===== src/rtl/adder_pipe_if.sv =====
// Operand/result handshake bundle for adder_pipe.
// The producer and consumer side share the master modport; the adder itself is the slave.
interface adder_pipe_if #(
    parameter int unsigned WIDTH = 11,
    parameter int unsigned TAG_W = 4
);
    logic             in_valid;
    logic             in_ready;
    logic [WIDTH-1:0] in_a;
    logic [WIDTH-1:0] in_b;
    logic             in_sub;
    logic [TAG_W-1:0] in_tag;
    logic             out_valid;
    logic             out_ready;
    logic [WIDTH:0]   out_sum;
    logic [TAG_W-1:0] out_tag;

    modport master (
        output in_valid, in_a, in_b, in_sub, in_tag, out_ready,
        input  in_ready, out_valid, out_sum, out_tag
    );

    modport slave (
        input  in_valid, in_a, in_b, in_sub, in_tag, out_ready,
        output in_ready, out_valid, out_sum, out_tag
    );
endinterface


===== src/rtl/adder_pipe.sv =====
// Pipelined unsigned add/sub: the carry chain is cut into SEG_W-bit segments, one register per segment,
// with a single global stall so the whole pipe freezes while the output is held.
module adder_pipe #(
    parameter int unsigned WIDTH = 11,
    parameter int unsigned SEG_W = 4,
    parameter int unsigned TAG_W = 4
) (
    input logic        clk,
    input logic        rst,
    adder_pipe_if.slave bus
);
    localparam int unsigned STAGES = (WIDTH + SEG_W - 1) / SEG_W;

    logic advance;

    assign advance = !bus.out_valid || bus.out_ready;

    for (genvar k = 0; k < STAGES; k++) begin : g_stage
        localparam int unsigned LO   = k * SEG_W;
        localparam int unsigned HI   = ((k + 1) * SEG_W < WIDTH) ? (k + 1) * SEG_W - 1 : WIDTH - 1;
        localparam int unsigned SW   = HI - LO + 1;
        localparam logic [WIDTH:0]   ONES = ((WIDTH + 1)'(1) << SW) - (WIDTH + 1)'(1);
        localparam logic [WIDTH-1:0] MASK = WIDTH'(ONES << LO);
        localparam bit LAST = (k == STAGES - 1);

        logic             src_v;
        logic             src_c;
        logic             src_sub;
        logic [WIDTH-1:0] src_a;
        logic [WIDTH-1:0] src_b;
        logic [WIDTH-1:0] src_sum;
        logic [TAG_W-1:0] src_tag;
        logic [WIDTH:0]   seg;
        logic             carry;

        logic             v;
        logic             c;
        logic [WIDTH-1:0] sum;
        logic [TAG_W-1:0] tag;

        // Stage 0 takes the raw operation; B is inverted and carry-in set for subtraction
        if (k == 0) begin : g_src
            assign src_v   = bus.in_valid;
            assign src_c   = bus.in_sub;
            assign src_sub = bus.in_sub;
            assign src_a   = bus.in_a;
            assign src_b   = bus.in_b ^ {WIDTH{bus.in_sub}};
            assign src_sum = '0;
            assign src_tag = bus.in_tag;
        end else begin : g_src
            assign src_v   = g_stage[k-1].v;
            assign src_c   = g_stage[k-1].c;
            assign src_sub = g_stage[k-1].g_fwd.sub;
            assign src_a   = g_stage[k-1].g_fwd.a;
            assign src_b   = g_stage[k-1].g_fwd.b;
            assign src_sum = g_stage[k-1].sum;
            assign src_tag = g_stage[k-1].tag;
        end

        // Masked segment add; only bits [HI+1:LO] can be non-zero, bit HI+1 is the segment carry
        assign seg   = {1'b0, src_a & MASK} + {1'b0, src_b & MASK} + ((WIDTH + 1)'(src_c) << LO);
        assign carry = 1'(seg >> (HI + 1));

        // The last stage folds the borrow correction into the stored carry so out_sum is pure register
        always_ff @(posedge clk or posedge rst) begin
            if (rst) begin
                v   <= 1'b0;
                c   <= 1'b0;
                sum <= '0;
                tag <= '0;
            end else if (advance) begin
                v   <= src_v;
                c   <= LAST ? (carry ^ src_sub) : carry;
                sum <= (src_sum & ~MASK) | (seg[WIDTH-1:0] & MASK);
                tag <= src_tag;
            end
        end

        if (!LAST) begin : g_fwd
            logic [WIDTH-1:0] a;
            logic [WIDTH-1:0] b;
            logic             sub;

            always_ff @(posedge clk or posedge rst) begin
                if (rst) begin
                    a   <= '0;
                    b   <= '0;
                    sub <= 1'b0;
                end else if (advance) begin
                    a   <= src_a;
                    b   <= src_b;
                    sub <= src_sub;
                end
            end
        end
    end

    assign bus.in_ready  = advance;
    assign bus.out_valid = g_stage[STAGES-1].v;
    assign bus.out_sum   = {g_stage[STAGES-1].c, g_stage[STAGES-1].sum};
    assign bus.out_tag   = g_stage[STAGES-1].tag;
endmodule


===== src/flat_wrapper.sv =====
// flat-port wrapper written by rule: the top's interface ports become plain ports
module adder_pipe_flat 
#(
    parameter int unsigned WIDTH = 11,
    parameter int unsigned SEG_W = 4,
    parameter int unsigned TAG_W = 4
)
  (clk, rst, bus_in_valid, bus_in_a, bus_in_b, bus_in_sub, bus_in_tag, bus_out_ready, bus_in_ready, bus_out_valid, bus_out_sum, bus_out_tag);
  adder_pipe_if #(.WIDTH(WIDTH), .TAG_W(TAG_W)) bus_i ();
  input logic clk;
  input logic rst;
  input wire logic [$bits(bus_i.in_valid)-1:0] bus_in_valid;
  input wire logic [$bits(bus_i.in_a)-1:0] bus_in_a;
  input wire logic [$bits(bus_i.in_b)-1:0] bus_in_b;
  input wire logic [$bits(bus_i.in_sub)-1:0] bus_in_sub;
  input wire logic [$bits(bus_i.in_tag)-1:0] bus_in_tag;
  input wire logic [$bits(bus_i.out_ready)-1:0] bus_out_ready;
  output wire logic [$bits(bus_i.in_ready)-1:0] bus_in_ready;
  output wire logic [$bits(bus_i.out_valid)-1:0] bus_out_valid;
  output wire logic [$bits(bus_i.out_sum)-1:0] bus_out_sum;
  output wire logic [$bits(bus_i.out_tag)-1:0] bus_out_tag;
  assign bus_i.in_valid = bus_in_valid;
  assign bus_i.in_a = bus_in_a;
  assign bus_i.in_b = bus_in_b;
  assign bus_i.in_sub = bus_in_sub;
  assign bus_i.in_tag = bus_in_tag;
  assign bus_i.out_ready = bus_out_ready;
  assign bus_in_ready = bus_i.in_ready;
  assign bus_out_valid = bus_i.out_valid;
  assign bus_out_sum = bus_i.out_sum;
  assign bus_out_tag = bus_i.out_tag;
  adder_pipe #(.WIDTH(WIDTH), .SEG_W(SEG_W), .TAG_W(TAG_W)) u_core (.clk(clk), .rst(rst), .bus(bus_i));
endmodule

===== config.mk =====
export PLATFORM = sky130hd
export DESIGN_NAME = adder_pipe_flat
export DESIGN_NICKNAME = d
export VERILOG_FILES = /design/src/rtl/adder_pipe_if.sv /design/src/rtl/adder_pipe.sv /design/src/flat_wrapper.sv
export SDC_FILE = /design/constraint.sdc
export NUM_CORES = 1
export LEC_CHECK = 0
export ABC_AREA = 1
export ABC_CLOCK_PERIOD_IN_PS = 1800
export CAP_MARGIN = 20
export CORE_ASPECT_RATIO = 0.75
export CORE_MARGIN = 2
export CORE_UTILIZATION = 55
export CTS_BUF_LIST = sky130_fd_sc_hd__clkbuf_4 sky130_fd_sc_hd__clkbuf_8
export DETAILED_ROUTE_END_ITERATION = 10
export DONT_BUFFER_PORTS = 1
export GPL_TIMING_DRIVEN = 0
export PLACE_DENSITY_LB_ADDON = 0.25
export SYNTH_ARGS = -nofsm -noshare
export SYNTH_HDL_FRONTEND = slang
export SYNTH_SLANG_ARGS = --single-unit

===== constraint.sdc =====
create_clock -name clk -period 1.8 [get_ports clk]
set_input_delay 0.27 -clock clk [delete_from_list [all_inputs] [get_ports clk]]
set_output_delay 0.27 -clock clk [all_outputs]
set_load 0.01 [all_outputs]

==> results of run 1 <==
## power by group through the flow
stage                     clock network, mW  registers [mW]  logic (mW)
after floorplan                           0            2.27        1.14
after global routing                   1.33            2.40        1.80
after global placement                    0            2.34        1.38
after CTS                              1.25            2.34        1.52
final                                  1.22            2.34        1.53
after detailed placement                  0            2.36        1.45
## worst max-delay path: cells and delay by family (launching register included)
kind,cells,cell delay [ns]
AO/OA/AOI/OAI,1,0.06
XOR/XNOR,1,0.14
adder cells (fa/ha/maj),3,0.84
buffers and inverters,3,0.15
flip-flops,1,0.35
AND/OR/NAND/NOR,1,0.07
## sequential cells by signal, summed over array words and instances (netlist names)
| signal | count |
|---|---|
| u_core.bus.out_tag | 4 |
| u_core.bus.out_valid | 1 |
| u_core.g_stage.c | 3 |
| u_core.g_stage.g_fwd.a | 10 |
| u_core.g_stage.g_fwd.b | 10 |
| u_core.g_stage.g_fwd.sub | 2 |
| u_core.g_stage.sum | 23 |
| u_core.g_stage.tag | 8 |
| u_core.g_stage.v | 2 |
## layout by cell type, fill, tap and decap left out, types with 2 or more instances in the layout
cell type  count
buf_8          2
clkbuf_1       4
buf_2          4
ha_1          10
buf_12         2
inv_2          4
o21ai_0       28
clkbuf_4       2
nand3_1        5
dfrtp_1       63
nand2_1      138
buf_4          2
clkbuf_8      10
nor2_1         3
xor2_1         6
inv_1         19
a21oi_1        2
fa_2           3
xnor2_1        5
clkinv_2       4
fa_1           2
buf_6          3
## cells in the mapped netlist (all sizes together)
cell type,instances
clkinv,1
nand2,138
a22oi,1
a21oi,2
dfrtp,63
buf,11
clkbuf,5
or2,2
xnor2,6
o21ai,29
inv,24
fa,5
ha,12
nand3b,1
nand3,5
nor2,3
xor2,6
## worst paths after layout
| kind | start | endpoint | slack [ns] | depth (start not counted) |
|---|---|---|---|---|
| worst min register to register | u_core.g_stage[1].v$_DFFE_PP0P_ | u_core.bus.out_valid$_DFFE_PP0P_ | 0.47 | 2 |
| worst min-delay path | bus_in_valid | u_core.g_stage[0].v$_DFFE_PP0P_ | 0.04 | 2 |
| worst max-delay path | u_core.g_stage[0].g_fwd.b[4]$_DFFE_PP0P_ | u_core.g_stage[1].sum[7]$_DFFE_PP0P_ | 0.06 | 9 |
| min in group asynchronous | rst | u_core.g_stage[0].sum[0]$_DFFE_PP0P_ | 0.52 | 2 |
| max in group asynchronous | rst | u_core.g_stage[1].c$_DFFE_PP0P_ | 0.71 | 3 |
| worst max register to register | u_core.g_stage[0].g_fwd.b[4]$_DFFE_PP0P_ | u_core.g_stage[1].sum[7]$_DFFE_PP0P_ | 0.06 | 9 |
## timing repair
action	CTS	global route
endpoints found under the hold margin	31	0
gates resized for setup	9	5
hold buffers	1	0
setup buffers	1	0
endpoints found under the setup margin	2	4
pin swaps	3	3
## cell families (layout without fill, tap and decap cells)
family / after synthesis / after routing / synth area share, %
AOI/OAI and AO/OA: 32 / 32 / 5.62
xor gates and xnor gates: 12 / 12 / 3.63
adders and majority gates: 17 / 17 / 8.65
buffers and inverters: 41 / 60 / 7.78
DFF: 63 / 63 / 54.5
and+or+nand+nor: 149 / 149 / 19.8
## metal layers
layer | share of wire, % | up-vias | GRT usage [%]
li1 | - | 992 | -
met2 | 46 | 48 | 35.4
met1 | 47 | 986 | 30.2
met4 | 0.54 | 0 | 6.35
met5 | 0 | - | 0
met3 | 6.0 | 5 | 8.67
## final cells by class
| cell class | count | area, um^2 | share of cell area, % |
|---|---|---|---|
| plain buffers | 16 | 131 | 4.04 |
| clock buffers | 12 | 153 | 4.69 |
| clock inverters | 4 | 45.0 | 1.38 |
| inverters | 25 | 98.8 | 3.04 |
| multi-input cells | 210 | 1120 | 34.5 |
| flip-flops and latches | 63 | 1580 | 48.4 |
| well taps | 72 | 90.1 | 2.77 |
| repair buffers | 3 | 37.5 | 1.15 |
==> results.md, run 1 <==
- Slowest CP cell: fa_2
- Share of final-layout standard cells stronger than drive strength 1: 12.9%
- Number of cells after detailed placement: 387
- Width of the chip: 87.8 um
- Leak pwr: 1.69 nW
- Wire length after detailed routing: 5720 um
- First-pass GRT wire length: 9850 um
- Critical path capture point type: register
- Starting DRT DRC Count: 85
- Number of vias after detailed routing: 2031
- Fin Hold WS: 0.0430 ns
- Routability congestion estimate from global placement: 0.800
- Max Slew Vio Count: 0
- Final Worst Setup Slack: 0.0593 ns
- Fin Setup TNS: 0 ns
- Setup clock skew after layout: 0.00921 ns
- Number of nets still failing antenna checks after routing: 0
- Cell area after layout: 3250 um^2
- Switching Fraction: 35.0%
- Sum of net half-perimeters after detailed placement: 4040 um
- Internal power of the cells: 3.31 mW
- Number of I/O port buffers: 0
- Hold Violations, Final: 0
- First-pass iteration count of the detailed router: 4
- Mean Syn Cell Area: 9.22 um^2
- Number of cell rows: 22
- Type of element launching the critical path: register
- Final setup vio count: 0
- Vert. Die Dim: 66.8 um
- Die outline area: 5860 um^2
- Area of placed instances: 3010 um^2
- Maximum fanout along the worst path: 2
- Synth-to-layout area growth: 12.5%
- Result of the run: finished clean
- Required arrival time at the worst endpoint: 2.01 ns
- Switching pwr: 1.78 mW
- CP max stage delay: 0.37 ns
- Worst-skew pair later-pin latency: 0.34 ns
- Slew Limit Headroom: 52.8%
- Number of I/O pins: 49
- Seq cells post-synth: 63
- CTS tree: yes
- Total power density per cell area: 1560 nW/um^2
- Synthesis warning total: 0
- Post-synthesis cell type count: 22
- Period Utilization, post-route: 96.7%
- Antenna violations before repair: 0
- Data arrival time at the worst-slack endpoint: 1.95 ns
- Nets: 376
- Root Buffer Master: clkbuf_8
- CTS clk-pin slew, worst paths: 0.07 ns
- Via count of the first global-routing pass: 2008
- Routed wirelength normalized by instance count: 14.1 um
- Setup repair after global routing missed its margin: yes
- Cells after Synth: 314
- Tmin final: 1.74 ns
- Clock sink count: 63
- Peak supply drop: 0.592 mV
- Yosys top cell area share: 54.5%
- Library cell occupying the most area in the post-synthesis netlist: dfrtp_1
- Diode count: 0
- Post-route core utilization: 65.3%
- Critical path class: register to register
- Htree depth: 3
- Power share of the sequential group: 45.9%
- Clock tree buffer depth: 2
- Most frequent cell on the critical path: inv_2
- Largest net degree at the start of global routing: 33
- Core area: 4980 um^2
- Sum of internal, switching and leakage power: 5.09 mW
- Area of the mapped netlist: 2890 um^2
- DRC: 0
- Initial cell density of the core: 58.1%
- Max-cap violations: 0
- Filler instances: 417
- Clock share of power: 24.0%
- Aggregate global routing overflow: 0
- Hold crit path type: primary input to register
- Sequential area share after synthesis: 54.5%
- Biggest area contributors in the synthesized netlist: dfrtp_1, nand2_1, ha_1, o21ai_0, fa_1
- Maximum achievable frequency: 574 MHz
- Vias per cell: 5.01
- Combinational cell fraction of total power: 30.1%
- Pre-CTS setup slack: -0.0538 ns
- Cell-by-cell trace of the critical path: inv_2 > fa_2 > inv_2 > ha_4 > inv_2 > fa_2 > xnor2_2 > nand2_1 > o21ai_1
- Non-filler instance count after layout: 405
- Cts bufs inserted: 9
- Measured slew at the worst slew-check pin: 0.706 ns
- Overall fraction of global-route tracks in use: 22.9%
- Mapped Nets: 362
No activity file was read; power rests on OpenSTA's default activity.
==> run 2, diff against run 1 <==
- CORE_MARGIN: 2 -> unset
==> run 2 against run 1 <==
  * Via count up 0.54%
  * Clock skew shrank 0.0024 ns
  * Non-clock buffer count is the same
  * First-iteration DRC count rose by 88%
  * Hold slack better by 0.0029 ns
  * Largest cell class unchanged
  * Die area down 5.2%
  * Global-route usage is 0.92 points higher
  * Total power shrank 0.35%
  * Critical path depth did not move
  * Highest routed layer unchanged
  * Final area is essentially flat
==> results.md, run 2 (synthesis results as in run 1) <==
- Result of the run: finished clean
- Cell-by-cell trace of the critical path: inv_2 > fa_2 > inv_2 > ha_4 > inv_2 > fa_2 > xnor2_2 > nand2_1 > o21ai_1
- Routed wirelength normalized by instance count: 14.2 um (+0.40%)
- Die outline area: 5560 um^2 (-5.2%)
- Slowest CP cell: fa_2
- Data arrival time at the worst-slack endpoint: 1.97 ns (+0.02 ns)
- Setup clock skew after layout: 0.00678 ns (-0.00243 ns)
- CTS tree: yes
- Critical Path Stages: 9 (unchanged)
- Leak pwr: 1.69 nW (-0.17%)
- Largest register by flop count: u_core.g_stage.sum
- Width of the chip: 85.8 um (-2.3%)
- Via count of the first global-routing pass: 2008 (unchanged)
- Hold crit path type: primary input to register
- Largest registers: u_core.g_stage.sum (23), u_core.g_stage.g_fwd.a (10), u_core.g_stage.g_fwd.b (10)
- Core area: 4980 um^2 (unchanged)
- Category of cells accounting for the largest share of critical-path delay: adder cells
- Aggregate global routing overflow: 0 (unchanged)
- Post-route core utilization: 65.3% (about the same)
- First element of the critical path: u_core.g_stage[0].g_fwd.b[4]$_DFFE_PP0P_
- Starting DRT DRC Count: 160 (+88%)
- Final setup vio count: 0 (unchanged)
- Antenna violations before repair: 0 (unchanged)
- Synth-to-layout area growth: 12.5% (about the same)
- Initial cell density of the core: 58.1% (unchanged)
- Number of cells after detailed placement: 387 (unchanged)
- Critical path class: register to register
- Maximum fanout along the worst path: 2 (unchanged)
- Maximum achievable frequency: 568 MHz (-1.1%)
- Diode count: 0 (unchanged)
- Cell area after layout: 3260 um^2 (about the same)
- Wire length after detailed routing: 5750 um (+0.40%)
- Setup repair after global routing missed its margin: yes
- Cells on Worst Hold Path: 2 (unchanged)
- CP max stage delay: 0.37 ns (about the same)
- Cts bufs inserted: 9 (unchanged)
- Max Slew Vio Count: 0 (unchanged)
- Total power density per cell area: 1560 nW/um^2 (-0.39%)
- Share of final-layout standard cells stronger than drive strength 1: 13.8% (+0.90 points)
- Most frequent cell on the critical path: inv_2
- Top library cells by usage in the layout, fill and taps aside: nand2_1, dfrtp_1, o21ai_0, inv_1, clkbuf_8
- Peak supply drop: 0.761 mV (+29%)
- Number of nets still failing antenna checks after routing: 0 (unchanged)
- Htree depth: 3 (unchanged)
- Number of I/O pins: 49 (unchanged)
- Overall fraction of global-route tracks in use: 23.8% (+0.92 points)
- Required arrival time at the worst endpoint: 2.01 ns (about the same)
- Non-filler instance count after layout: 405 (unchanged)
- Fin Hold WS: 0.0459 ns (+0.00292 ns)
- Measured slew at the worst slew-check pin: 0.794 ns (+0.0877 ns)
- Slew Limit Headroom: 47.0% (-5.9 points)
- Hold Violations, Final: 0 (unchanged)
- Worst r2r src: u_core.g_stage[0].g_fwd.b[4]$_DFFE_PP0P_
- Nets: 376 (unchanged)
- Vert. Die Dim: 64.8 um (-3.0%)
- CTS clk-pin slew, worst paths: 0.07 ns (about the same)
- Sum of net half-perimeters after detailed placement: 3970 um (-1.7%)
- Root Buffer Master: clkbuf_8
- Max-cap violations: 0 (unchanged)
- Routability congestion estimate from global placement: 0.794 (-0.75%)
- Area of placed instances: 3010 um^2 (unchanged)
- CP Buf/Inv Count: 3 (unchanged)
- Fin Setup TNS: 0 ns (unchanged)
- Worst-skew pair later-pin latency: 0.34 ns (about the same)
- Clock tree buffer depth: 2 (unchanged)
- Max FFs per register: 23 (unchanged)
- First-pass GRT wire length: 9720 um (-1.4%)
- Critical path capture point type: register
- Largest net degree at the start of global routing: 38 (+15%)
- Logic depth of the worst register-to-register path: 9 (unchanged)
- Period Utilization, post-route: 97.8% (+1.1 points)
- Number of I/O port buffers: 0 (unchanged)
- Clock sink count: 63 (unchanged)
- Tmin final: 1.76 ns (+0.0190 ns)
- Vias per cell: 5.04 (+0.54%)
- Number of cell rows: 22 (unchanged)
- DRC: 0 (unchanged)
- Min-delay src: bus_in_tag[1]
- Number of vias after detailed routing: 2042 (+0.54%)
- First-pass iteration count of the detailed router: 4 (unchanged)
- Type of element launching the critical path: register
- Most common cell after layout, fill and taps aside: nand2_1
## run 2: cell count changes in the layout (fill, tap and decap cells not counted), sizes merged
cell,previous run,this run
clkbuf,17,18
bufinv,1,0
## run 2: timing repair
action / CTS / global route
cloned: 0 / 0
resized for setup: 2 / 17
hold endpoints to repair: 36 / 0
setup buffers: 0 / 1
hold buffers: 1 / 0
pin swaps: 0 / 5
setup endpoints to repair: 2 / 4
## run 2: worst register-to-register path, delay by kind of cell (launching register included)
family / cells / cell delay (ns)
AND/OR/NAND/NOR: 1 / 0.06
adder cells (fa/ha/maj): 3 / 0.87
flip-flops: 1 / 0.35
buffers and inverters: 3 / 0.16
XOR/XNOR: 1 / 0.14
AO/OA/AOI/OAI: 1 / 0.05
## run 2: area by class of cell
cell class                 count  area, um^2
buffer                        16         131
inverter                      25        98.8
fill                         418        1730
timing repair buffer           3        37.5
tap                           72        90.1
sequential                    63        1580
multi-input combinational    210        1130
clock buffer                  13         179
clock inverter                 3        15.0
## run 2: layer usage
metal / up-vias / GRT usage, % / part of all wire, %
li1: 996 / - / -
met1: 975 / 32.1 / 47
met2: 61 / 35.2 / 45
met3: 10 / 10.2 / 7.1
met4: 0 / 6.88 / 1.2
met5: - / 0 / 0
## run 2: per-stage QoR
step	total power [mW]	setup WS, ns
global placement	3.72	-0.00495
floorplan	3.41	0.0755
detailed placement	3.80	-0.0450
finish	5.07	0.0403
global route	5.50	-0.0315
CTS	4.98	-0.0180
## run 2: report_power, final
part           internal (mW)  switching (mW)
Clock                  0.643           0.514
Sequential              1.95           0.376
Combinational          0.677           0.905
## run 2: worst paths after layout
path	end	slack, ns
max in group asynchronous	u_core.g_stage[0].sum[1]$_DFFE_PP0P_	0.67
min in group asynchronous	u_core.g_stage[2].sum[0]$_DFFE_PP0P_	0.55
hold reg to reg	u_core.g_stage[0].g_fwd.a[10]$_DFFE_PP0P_	0.47
hold / removal	u_core.g_stage[0].tag[1]$_DFFE_PP0P_	0.05
setup reg to reg	u_core.g_stage[1].sum[7]$_DFFE_PP0P_	0.04
setup / recovery	u_core.g_stage[1].sum[7]$_DFFE_PP0P_	0.04
